## src/rtl/iceyntese_pkg.sv

```systemverilog
// Shared types and constants for the framed audio UART path.
package iceyntese_pkg;

  localparam int UART_DATA_BITS = 8;
  localparam logic [7:0] DEFAULT_HEADER = 8'hA5;

  typedef enum logic [2:0] {
    IDLE,
    HDR,
    DATA,
    CSUM,
    DONE
  } state_t;

endpackage

```

## src/rtl/uart_tx_byte.sv

```systemverilog
// 8N1 byte transmitter: owns bit timing and the shift register.
// A start presented in the last cycle of a stop bit chains the next byte with no idle gap.
module uart_tx_byte import iceyntese_pkg::*; #(
  parameter int CLKS_PER_BIT = 10
) (
  input  logic                      clk,
  input  logic                      rst,
  input  logic [UART_DATA_BITS-1:0] byte_in,
  input  logic                      start,
  output logic                      tx,
  output logic                      done_pulse
);

  localparam int CNT_W = $clog2(CLKS_PER_BIT);
  localparam logic [CNT_W-1:0] LAST_CLK = CNT_W'(CLKS_PER_BIT - 1);
  localparam logic [3:0] STOP_IDX = 4'(UART_DATA_BITS + 1);

  logic [UART_DATA_BITS:0] r_shift;
  logic [CNT_W-1:0]        r_clkCnt;
  logic [3:0]              r_bitIdx;
  logic                    r_active;
  logic                    r_tx;
  logic                    w_bitEnd;
  logic                    w_lastBit;

  assign w_bitEnd   = r_active && (r_clkCnt == LAST_CLK);
  assign w_lastBit  = w_bitEnd && (r_bitIdx == STOP_IDX);
  assign done_pulse = w_lastBit;
  assign tx         = r_tx;

  // r_shift holds the data bits still to go with the stop bit parked in the MSB
  always_ff @(posedge clk) begin
    if (rst) begin
      r_tx     <= 1'b1;
      r_active <= 1'b0;
      r_clkCnt <= '0;
      r_bitIdx <= '0;
      r_shift  <= '1;
    end else if (start && (!r_active || w_lastBit)) begin
      r_tx     <= 1'b0;
      r_active <= 1'b1;
      r_clkCnt <= '0;
      r_bitIdx <= '0;
      r_shift  <= {1'b1, byte_in};
    end else if (r_active) begin
      if (w_bitEnd) begin
        r_clkCnt <= '0;
        r_bitIdx <= r_bitIdx + 4'd1;
        r_tx     <= r_shift[0];
        r_shift  <= {1'b1, r_shift[UART_DATA_BITS:1]};
        if (w_lastBit) begin
          r_active <= 1'b0;
          r_tx     <= 1'b1;
        end
      end else begin
        r_clkCnt <= r_clkCnt + 1'b1;
      end
    end
  end

endmodule

```

## src/rtl/uart_frame_streamer.sv

```systemverilog
// Frame sequencer: header byte, then each sample MSB byte first, channel 0 first.
// Define UART_FRAME_CSUM_EN to append an XOR checksum of the payload bytes.
module uart_frame_streamer import iceyntese_pkg::*; #(
  parameter int         CLKS_PER_BIT = 10,
  parameter int         NUM_CH       = 2,
  parameter int         SAMPLE_W     = 16,
  parameter logic [7:0] HEADER       = DEFAULT_HEADER
) (
  input  logic                       clk,
  input  logic                       rst,
  input  logic [NUM_CH*SAMPLE_W-1:0] s_data,
  input  logic                       s_valid,
  output logic                       s_ready,
  output logic                       tx,
  output logic                       busy,
  output logic [15:0]                frame_cnt
);

  localparam int BPS   = (SAMPLE_W + 7) / 8;
  localparam int EXT_W = 8 * BPS;
  localparam int CH_W  = (NUM_CH > 1) ? $clog2(NUM_CH) : 1;
  localparam int BI_W  = (BPS > 1) ? $clog2(BPS) : 1;
  localparam logic [CH_W-1:0] LAST_CH    = CH_W'(NUM_CH - 1);
  localparam logic [BI_W-1:0] FIRST_BYTE = BI_W'(BPS - 1);

  state_t                     r_state;
  state_t                     w_nextState;
  logic [NUM_CH*SAMPLE_W-1:0] r_data;
  logic [CH_W-1:0]            r_ch;
  logic [BI_W-1:0]            r_byte;
  logic                       r_last;
  logic                       r_kick;
  logic [15:0]                r_frameCnt;
`ifdef UART_FRAME_CSUM_EN
  logic [7:0]                 r_csum;
`endif
  logic                       w_accept;
  logic                       w_start;
  logic                       w_txDone;
  logic                       w_loadData;
  logic                       w_ptrLast;
  logic [SAMPLE_W-1:0]        w_sample;
  logic [EXT_W-1:0]           w_sampleExt;
  logic [7:0]                 w_dataByte;
  logic [7:0]                 w_byteIn;

  assign s_ready   = (r_state == IDLE) && !rst;
  assign w_accept  = s_valid && s_ready;
  assign busy      = (r_state != IDLE);
  assign frame_cnt = r_frameCnt;
  assign w_ptrLast = (r_ch == LAST_CH) && (r_byte == '0);

  // r_ch/r_byte always point at the next payload byte to hand to the transmitter
  always_comb begin
    w_sample = '0;
    for (int c = 0; c < NUM_CH; c++) begin
      if (r_ch == CH_W'(c)) w_sample = r_data[c*SAMPLE_W +: SAMPLE_W];
    end
    w_sampleExt = EXT_W'(w_sample);
    w_dataByte  = '0;
    for (int b = 0; b < BPS; b++) begin
      if (r_byte == BI_W'(b)) w_dataByte = w_sampleExt[b*8 +: 8];
    end
  end

  always_comb begin
    w_nextState = r_state;
    w_start     = 1'b0;
    w_byteIn    = HEADER;
    w_loadData  = 1'b0;
    case (r_state)
      IDLE: begin
        if (w_accept) w_nextState = HDR;
      end
      HDR: begin
        if (r_kick) begin
          w_start = 1'b1;
        end else if (w_txDone) begin
          w_start     = 1'b1;
          w_byteIn    = w_dataByte;
          w_loadData  = 1'b1;
          w_nextState = DATA;
        end
      end
      DATA: begin
        if (w_txDone) begin
          if (r_last) begin
`ifdef UART_FRAME_CSUM_EN
            w_start     = 1'b1;
            w_byteIn    = r_csum;
            w_nextState = CSUM;
`else
            w_nextState = DONE;
`endif
          end else begin
            w_start    = 1'b1;
            w_byteIn   = w_dataByte;
            w_loadData = 1'b1;
          end
        end
      end
`ifdef UART_FRAME_CSUM_EN
      CSUM: begin
        if (w_txDone) w_nextState = DONE;
      end
`endif
      DONE: begin
        w_nextState = IDLE;
      end
      default: begin
        w_nextState = IDLE;
      end
    endcase
  end

  // r_kick launches the header one cycle after acceptance
  always_ff @(posedge clk) begin
    if (rst) begin
      r_state    <= IDLE;
      r_data     <= '0;
      r_ch       <= '0;
      r_byte     <= '0;
      r_last     <= 1'b0;
      r_kick     <= 1'b0;
      r_frameCnt <= '0;
`ifdef UART_FRAME_CSUM_EN
      r_csum     <= '0;
`endif
    end else begin
      r_state <= w_nextState;
      r_kick  <= w_accept;
      if (w_accept) begin
        r_data <= s_data;
        r_ch   <= '0;
        r_byte <= FIRST_BYTE;
        r_last <= 1'b0;
`ifdef UART_FRAME_CSUM_EN
        r_csum <= '0;
`endif
      end else if (w_loadData) begin
`ifdef UART_FRAME_CSUM_EN
        r_csum <= r_csum ^ w_dataByte;
`endif
        if (w_ptrLast) begin
          r_last <= 1'b1;
        end else if (r_byte == '0) begin
          r_byte <= FIRST_BYTE;
          r_ch   <= r_ch + 1'b1;
        end else begin
          r_byte <= r_byte - 1'b1;
        end
      end
      if (r_state == DONE) r_frameCnt <= r_frameCnt + 16'd1;
    end
  end

  uart_tx_byte #(
    .CLKS_PER_BIT(CLKS_PER_BIT)
  ) u_txByte (
    .clk       (clk),
    .rst       (rst),
    .byte_in   (w_byteIn),
    .start     (w_start),
    .tx        (tx),
    .done_pulse(w_txDone)
  );

endmodule

```

## config.mk

```make
export PLATFORM = sky130hd
export DESIGN_NAME = uart_frame_streamer
export DESIGN_NICKNAME = d
export VERILOG_FILES = /design/src/rtl/iceyntese_pkg.sv /design/src/rtl/uart_tx_byte.sv /design/src/rtl/uart_frame_streamer.sv
export SDC_FILE = /design/constraint.sdc
export NUM_CORES = 1
export LEC_CHECK = 0
export ABC_AREA = 1
export BUFFER_PORTS_ARGS = -buffer_cell sky130_fd_sc_hd__buf_2
export CAP_MARGIN = 40
export CORE_AREA = 10 10 102 104
export CTS_CLUSTER_SIZE = 14
export DETAILED_ROUTE_END_ITERATION = 8
export DIE_AREA = 0 0 112 114
export PLACE_DENSITY = 0.7
export SLEW_MARGIN = 30
export SYNTH_ARGS = -nofsm -noshare
export SYNTH_HDL_FRONTEND = slang
export SYNTH_SLANG_ARGS = --single-unit
```

## constraint.sdc

```tcl
create_clock -name clk -period 2.1 [get_ports clk]
set_input_delay 0.105 -clock clk [delete_from_list [all_inputs] [get_ports clk]]
set_output_delay 0.105 -clock clk [all_outputs]
set_load 0.02 [all_outputs]
```

==> results.json, run 1 <==
{
  "drt.antenna.violating_nets": 0,
  "synth.net_count": 502,
  "worstMarginPinSlew_ns": 0.467,
  "p_clk_share_pct": 33.6,
  "r2r_start": "u_txByte.r_clkCnt[1]$_SDFFE_PP0P_",
  "antenna_found_initial": 0,
  "hold_ws_ns": 0.127,
  "final_cell_mix": "127 x nand2_1, 73 x dfxtp_1, 57 x nand3_1",
  "crit_start": "u_txByte.r_clkCnt[1]$_SDFFE_PP0P_",
  "dr.pass1.iters": 4,
  "max-vdd-ir-drop_mv": 0.340,
  "synth_cells": 462,
  "drtIter0Drc": 153,
  "num_vias": 3188,
  "syn_to_final_growth_pct": 27.3,
  "criticalPathCategory": "flip-flop to flip-flop",
  "cts_resized": 0,
  "drv_slew": 0,
  "ys_seq_area_share_pct": 44.2,
  "hold_buffers": 32,
  "r2r_end": "u_txByte.r_shift[3]$_SDFFE_PP1P_",
  "syn-cell-area_sq_um": 3300,
  "hp-start": "rst",
  "final.setup_skew_ns": 0.00655,
  "wl_microns": 8120,
  "die_y_microns": 114,
  "vias_per_cell": 4.84,
  "p_leak_uw": 0.00192,
  "clk_latency_ns": 0.35,
  "hold_path_end": "frame_cnt[2]$_SDFFE_PP0N_",
  "clockBufferDepth": 2,
  "critPathArrivalTime_ns": 1.94,
  "post_cts_buffers": 0,
  "hold_path.class": "primary input to flip-flop",
  "coreArea_sq_um": 8470,
  "worstRegToRegCells": 10,
  "clk_pin_slew_worst_paths_ns": 0.07,
  "cts_root_buf": "clkbuf_8",
  "p_seq_share_pct": 46.6,
  "cts_buffers": 9,
  "synth_cell_types": 31,
  "intPower_uw": 2540,
  "grt_pass1_wl_microns": 14100,
  "drive_gt1_share_pct": 16.4,
  "gr-total-overflow": 0,
  "cts_tree": "built",
  "cts.sinks": 73,
  "grt_pass1_vias": 3222,
  "required_ns": 2.33,
  "whs_path_depth": 2,
  "period_needed_ns": 1.70,
  "ys_warn_count": 0,
  "post-dp-hpwl_microns": 5780,
  "combPwrFrac_pct": 19.8,
  "setup_viol": 0,
  "switchingPower_uw": 1050,
  "rsz0062_at_grt": "no",
  "fmax_ghz": 0.587,
  "drcViolationCount": 0,
  "start_util_pct": 39.0,
  "post_drt_wl_per_cell_microns": 12.3,
  "grt_max_degree": 40,
  "track_usage_pct": 13.0,
  "reg2reg_slack_ns": 0.40,
  "final_common_cell": "nand2_1",
  "worstSetupEndpointType": "flip-flop",
  "numPortBuffers": 53,
  "p_per_area_nw_per_um2": 852,
  "htree_levels": 3,
  "tns_ns": 0,
  "finalHoldViolCount": 0,
  "dieArea_sq_um": 12800,
  "outcome": "finished, final reports clean",
  "diodes": 0,
  "relSlewSlack_pct": 68.8,
  "switching_share_pct": 29.2,
  "die_w_microns": 112,
  "period_share_pct": 81.1,
  "rows": 34,
  "cp_max_fo": 17,
  "ios": 54,
  "gp_congestion": 0.870,
  "cap_viol_max_count": 0,
  "avgSynthCellArea_sq_um": 7.15,
  "fin_nets": 585,
  "startpoint_type": "flip-flop",
  "ys_seq_elements": 73
}
power by group through the flow:
stage	registers, uW	clock network [uW]	logic [uW]
floorplan	1670	0	488
global placement	1690	0	648
detailed placement	1700	0	664
CTS	1670	1240	712
global route	1690	1290	811
finish	1670	1210	710
registers in the layout, summed over array words and instances (netlist names):
register           flops
r_state                3
r_byte                 1
u_txByte.r_bitIdx      4
r_data                32
r_kick                 1
u_txByte.r_active      1
u_txByte.r_shift       8
u_txByte.r_clkCnt      4
frame_cnt             16
r_last                 1
u_txByte.tx            1
r_ch                   1
through the flow:
stage / utilization, % / instances / cell area [sq um] / power (uW) / setup WS (ns)
2_1_floorplan: - / 462 / 3300 / 2160 / 0.659
3_3_place_gp: 43.2 / 610 / 3660 / 2340 / 0.476
3_5_place_dp: 43.2 / 610 / 3660 / 2360 / 0.384
4_1_cts: 49.7 / 658 / 4210 / 3620 / 0.382
5_1_grt: 49.7 / 658 / 4210 / 3790 / 0.187
6_report: 49.7 / 658 / 4210 / 3590 / 0.397
cell families (layout without fill, tap and decap cells):
logic type,Yosys count,in the layout,synth area share (%)
flip-flops,73,73,44.2
AND/OR/NAND/NOR,248,248,33.9
XOR/XNOR,7,7,1.86
AO/OA/AOI/OAI,69,69,10.9
adder cells (fa/ha/maj),5,5,1.89
buffers and inverters,60,148,7.23
worst max path at each step:
| stage | endpoint | slack, ns | cells past startpoint |
|---|---|---|---|
| final | u_txByte.r_shift[3]$_SDFFE_PP1P_ | 0.40 | 10 |
| after global routing | u_txByte.r_shift[2]$_SDFFE_PP1P_ | 0.19 | 11 |
| after detailed placement | u_txByte.r_shift[3]$_SDFFE_PP1P_ | 0.38 | 10 |
| after CTS | u_txByte.r_shift[3]$_SDFFE_PP1P_ | 0.38 | 10 |
| after global placement | u_txByte.r_shift[0]$_SDFFE_PP1P_ | 0.48 | 11 |
| after floorplan | u_txByte.r_shift[1]$_SDFFE_PP1P_ | 0.66 | 10 |
Yosys cell counts:
cell / count / area share [%]
o22a_1: 1 / 0.27
o211ai_1: 3 / 0.68
xor2_1: 3 / 0.80
buf_6: 1 / 0.34
nor2_4: 4 / 1.4
nand2_4: 2 / 0.68
or2_2: 1 / 0.19
inv_1: 37 / 4.2
clkbuf_2: 1 / 0.15
a21oi_1: 31 / 4.7
xnor2_1: 4 / 1.1
nand4_2: 1 / 0.38
a31oi_1: 1 / 0.19
inv_2: 2 / 0.23
buf_1: 1 / 0.11
ha_1: 5 / 1.9
o21a_1: 1 / 0.23
nor2_2: 2 / 0.38
buf_2: 4 / 0.61
clkinv_1: 3 / 0.34
nand4_1: 7 / 1.3
clkbuf_1: 11 / 1.2
o21ai_0: 32 / 4.8
nand3_1: 57 / 8.6
nor3_1: 4 / 0.61
nor3b_1: 2 / 0.45
nand2_1: 127 / 14
nand3b_4: 1 / 0.61
nor2_1: 36 / 4.1
nand2_2: 4 / 0.76
dfxtp_1: 73 / 44
critical path: stages (launching register included):
cell and delay (ns):
dfxtp_1 0.35, inv_1 0.06, ha_1 0.18, nand2_1 0.08, inv_2 0.04, nand2_4 0.17, nor2_4 0.06, nand2_1 0.10
clkinv_1 0.24, a21oi_1 0.23, nand3_1 0.09
layer usage:
metal,global-route usage (%),up-vias,share of wire [%]
met4,5.41,0,2.0
met1,14.6,1447,44
met5,0,-,0
li1,-,1660,-
met3,4.15,14,6.1
met2,22.3,67,48
area by class of cell:
type / instances / area, sq um
Timing Repair Buffer: 90 / 623
Clock buffer: 15 / 196
Tap cell: 108 / 135
Inverter: 42 / 158
Clock inverter: 1 / 30.0
Sequential cell: 73 / 1460
Multi-Input combinational cell: 329 / 1600
Fill cell: 813 / 4260
(Power assumes the default switching activity.)
==> run 2, diff against run 1 <==
--- a/config.mk
+++ b/config.mk
@@ -5,13 +5,13 @@
 export SDC_FILE = /design/constraint.sdc
 export NUM_CORES = 1
 export LEC_CHECK = 0
-export ABC_AREA = 1
+export ABC_AREA = 0
 export BUFFER_PORTS_ARGS = -buffer_cell sky130_fd_sc_hd__buf_2
 export CAP_MARGIN = 40
-export CORE_AREA = 10 10 102 104
+export CORE_AREA = 10 10 101 103
 export CTS_CLUSTER_SIZE = 14
 export DETAILED_ROUTE_END_ITERATION = 8
-export DIE_AREA = 0 0 112 114
+export DIE_AREA = 0 0 111 113
 export PLACE_DENSITY = 0.7
 export SLEW_MARGIN = 30
 export SYNTH_ARGS = -nofsm -noshare
==> constraint.sdc (replaced) <==
create_clock -name clk -period 1.8 [get_ports clk]
set_input_delay 0.09 -clock clk [delete_from_list [all_inputs] [get_ports clk]]
set_output_delay 0.09 -clock clk [all_outputs]
set_load 0.02 [all_outputs]
==> run 2 against run 1 <==
Effect of this change:
- fmax fell by 3.7%
- synthesized cell count shrank 21%
- worst setup slack lost 0.37 ns
- via count shrank 6.3%
==> results.json, run 2 <==
{
  "ys_seq_area_share_pct": 45.6,
  "drcViolationCount": 0,
  "fin_nets": 510,
  "fin_total_pwr_uw": 3490,
  "period_share_pct": 98.2,
  "avgSynthCellArea_sq_um": 8.74,
  "outcome": "finished, final reports clean",
  "fmax_ghz": 0.566,
  "wl_microns": 8240,
  "grt_pass1_vias": 2961,
  "coreArea_sq_um": 8130,
  "hold_path_end": "frame_cnt[3]$_SDFFE_PP0N_",
  "hold_path.class": "primary input to flip-flop",
  "numPortBuffers": 53,
  "drive_gt1_share_pct": 26.3,
  "reg2reg_slack_ns": 0.03,
  "clk_latency_ns": 0.36,
  "drv_slew": 0,
  "ys_warn_count": 0,
  "critPathArrivalTime_ns": 2.03,
  "synthTopCellsByCount": "74 x nand2_1, 73 x dfxtp_1, 39 x nand3_1, 27 x nor2_1, 18 x clkbuf_1",
  "grt_max_degree": 37,
  "relSlewSlack_pct": 67.0,
  "yosysTopAreaCellShare_pct": 45.6,
  "cts_buffers": 9,
  "hp-start": "rst",
  "rows": 33,
  "yosysMostFrequentCell": "nand2_1",
  "p_per_area_nw_per_um2": 800,
  "p_leak_uw": 0.00188,
  "die_y_microns": 113,
  "dr.pass1.iters": 4,
  "period_needed_ns": 1.77,
  "drtIter0Drc": 123,
  "final.setup_skew_ns": 0.0110,
  "placed_area_sq_um": 3770,
  "num_vias": 2988,
  "largest_reg_flops": 32,
  "post-dp-hpwl_microns": 5600,
  "synth_cells": 367,
  "gp_congestion": 0.866,
  "worstMarginPinSlew_ns": 0.494,
  "cts_root_buf": "clkbuf_8",
  "whs_path_depth": 2,
  "final_cell_mix": "74 x nand2_1, 68 x dfxtp_1, 53 x buf_2",
  "ys_async_sr_fraction_pct": 0,
  "ys_seq_elements": 73,
  "clockBufferDepth": 2,
  "die_w_microns": 111,
  "r2r_end": "r_byte$_SDFFE_PP0P_",
  "drt.antenna.violating_nets": 0,
  "final_common_cell": "nand2_1",
  "final_area_sq_um": 4360,
  "vias_per_cell": 5.15,
  "start_util_pct": 39.4,
  "place_ws_ns": -0.0670,
  "cts.sinks": 73,
  "track_usage_pct": 12.9,
  "post_drt_wl_per_cell_microns": 14.2,
  "grt_pass1_wl_microns": 13900,
  "setup_slack_ns": 0.0317,
  "startpoint_type": "flip-flop",
  "required_ns": 2.07,
  "worstRegToRegCells": 4,
  "rsz0062_at_grt": "yes",
  "synth.net_count": 407,
  "worstSetupEndpointType": "flip-flop",
  "diodes": 0,
  "synth_flop_cell": "dfxtp_1",
  "crit_start": "r_state[1]$_SDFFE_PP0P_",
  "regMostFlops": "r_data",
  "yosysTopAreaCell": "dfxtp_1",
  "synth_cell_types": 51,
  "finalHoldViolCount": 0,
  "setup_viol": 0,
  "max-vdd-ir-drop_mv": 0.413,
  "cts_tree": "built",
  "r2r_start": "r_state[1]$_SDFFE_PP0P_",
  "syn_to_final_growth_pct": 35.9,
  "synth_edf_count": 0,
  "gr-total-overflow": 0,
  "htree_levels": 3,
  "cap_viol_max_count": 0,
  "dieArea_sq_um": 12500,
  "syn-cell-area_sq_um": 3210,
  "cp_max_fo": 4,
  "antenna_found_initial": 0,
  "criticalPathCategory": "flip-flop to flip-flop",
  "synth_area_leaders": "dfxtp_1 46%, nand2_1 8.7%, nand3_1 6.1%",
  "clk_pin_slew_worst_paths_ns": 0.08,
  "ios": 54
}
-- run 2: power breakdown --
| part | switching (uW) | internal, uW | total, uW |
|---|---|---|---|
| registers | 39.8 | 1680 | 1720 |
| logic | 141 | 169 | 310 |
| clock network | 662 | 797 | 1460 |
| total | 842 | 2640 | 3490 |
-- run 2: cells by family after synthesis --
kind of cell / count (synthesis) / share of synthesized area [%]
and+or+nand+nor: 191 / 28.9
DFF: 73 / 45.6
AOI/OAI and AO/OA: 43 / 9.05
adders and majority gates: 5 / 1.95
xor gates and xnor gates: 14 / 3.82
muxes: 11 / 6.59
buffers and inverters: 30 / 4.09
-- run 2: critical path, stage by stage (launching register included) --
cell	delay (ns)
dfxtp_2	0.35
or3b_4	0.41
a2111o_1	0.42
or3_1	0.32
a31oi_1	0.19
-- run 2: worst max-delay path by stage --
stage                                endpoint  slack [ns]  cells after the start
after floorplan           r_byte$_SDFFE_PP0P_       -0.08                      7
after global placement    r_byte$_SDFFE_PP0P_      -0.002                      4
after detailed placement  r_byte$_SDFFE_PP0P_       -0.07                      4
after CTS                 r_byte$_SDFFE_PP0P_        0.01                      4
after global routing      r_byte$_SDFFE_PP0P_       -0.01                      4
final                     r_byte$_SDFFE_PP0P_        0.03                      4
-- run 2: metal layers --
metal | track usage, % | share of wire (%) | vias up
met5 | 0 | 0 | -
li1 | - | - | 1488
met2 | 21.6 | 48 | 90
met1 | 15.4 | 44 | 1401
met3 | 4.49 | 6.6 | 9
met4 | 3.39 | 0.89 | 0
-- run 2: repair_timing --
action                                 in CTS  in global routing
hold buffers                               32                  0
setup buffers                               0                  2
setup endpoints to repair                   7                 16
endpoints found under the hold margin      32                  0
gates resized for setup                     2                  6
pin swaps                                   0                  3
-- run 2: area by class of cell --
class	instances	area [sq um]
fill	736	3770
tap	105	131
inverter	6	22.5
clock inverter	7	103
sequential	73	1470
clock buffer	9	124
timing repair buffer	116	835
multi-input combinational	264	1670
-- run 2: per-stage QoR --
stage,utilization (%),hold WS [ns],setup TNS [ns],instances
6_report,53.6,0.0662,0,580
5_1_grt,53.6,0.0735,-0.0125,580
4_1_cts,53.2,0.0348,0,578
3_5_place_dp,46.4,0.276,-0.129,530
3_3_place_gp,46.4,0.272,-0.00217,530
2_1_floorplan,-,0.189,-0.0802,367
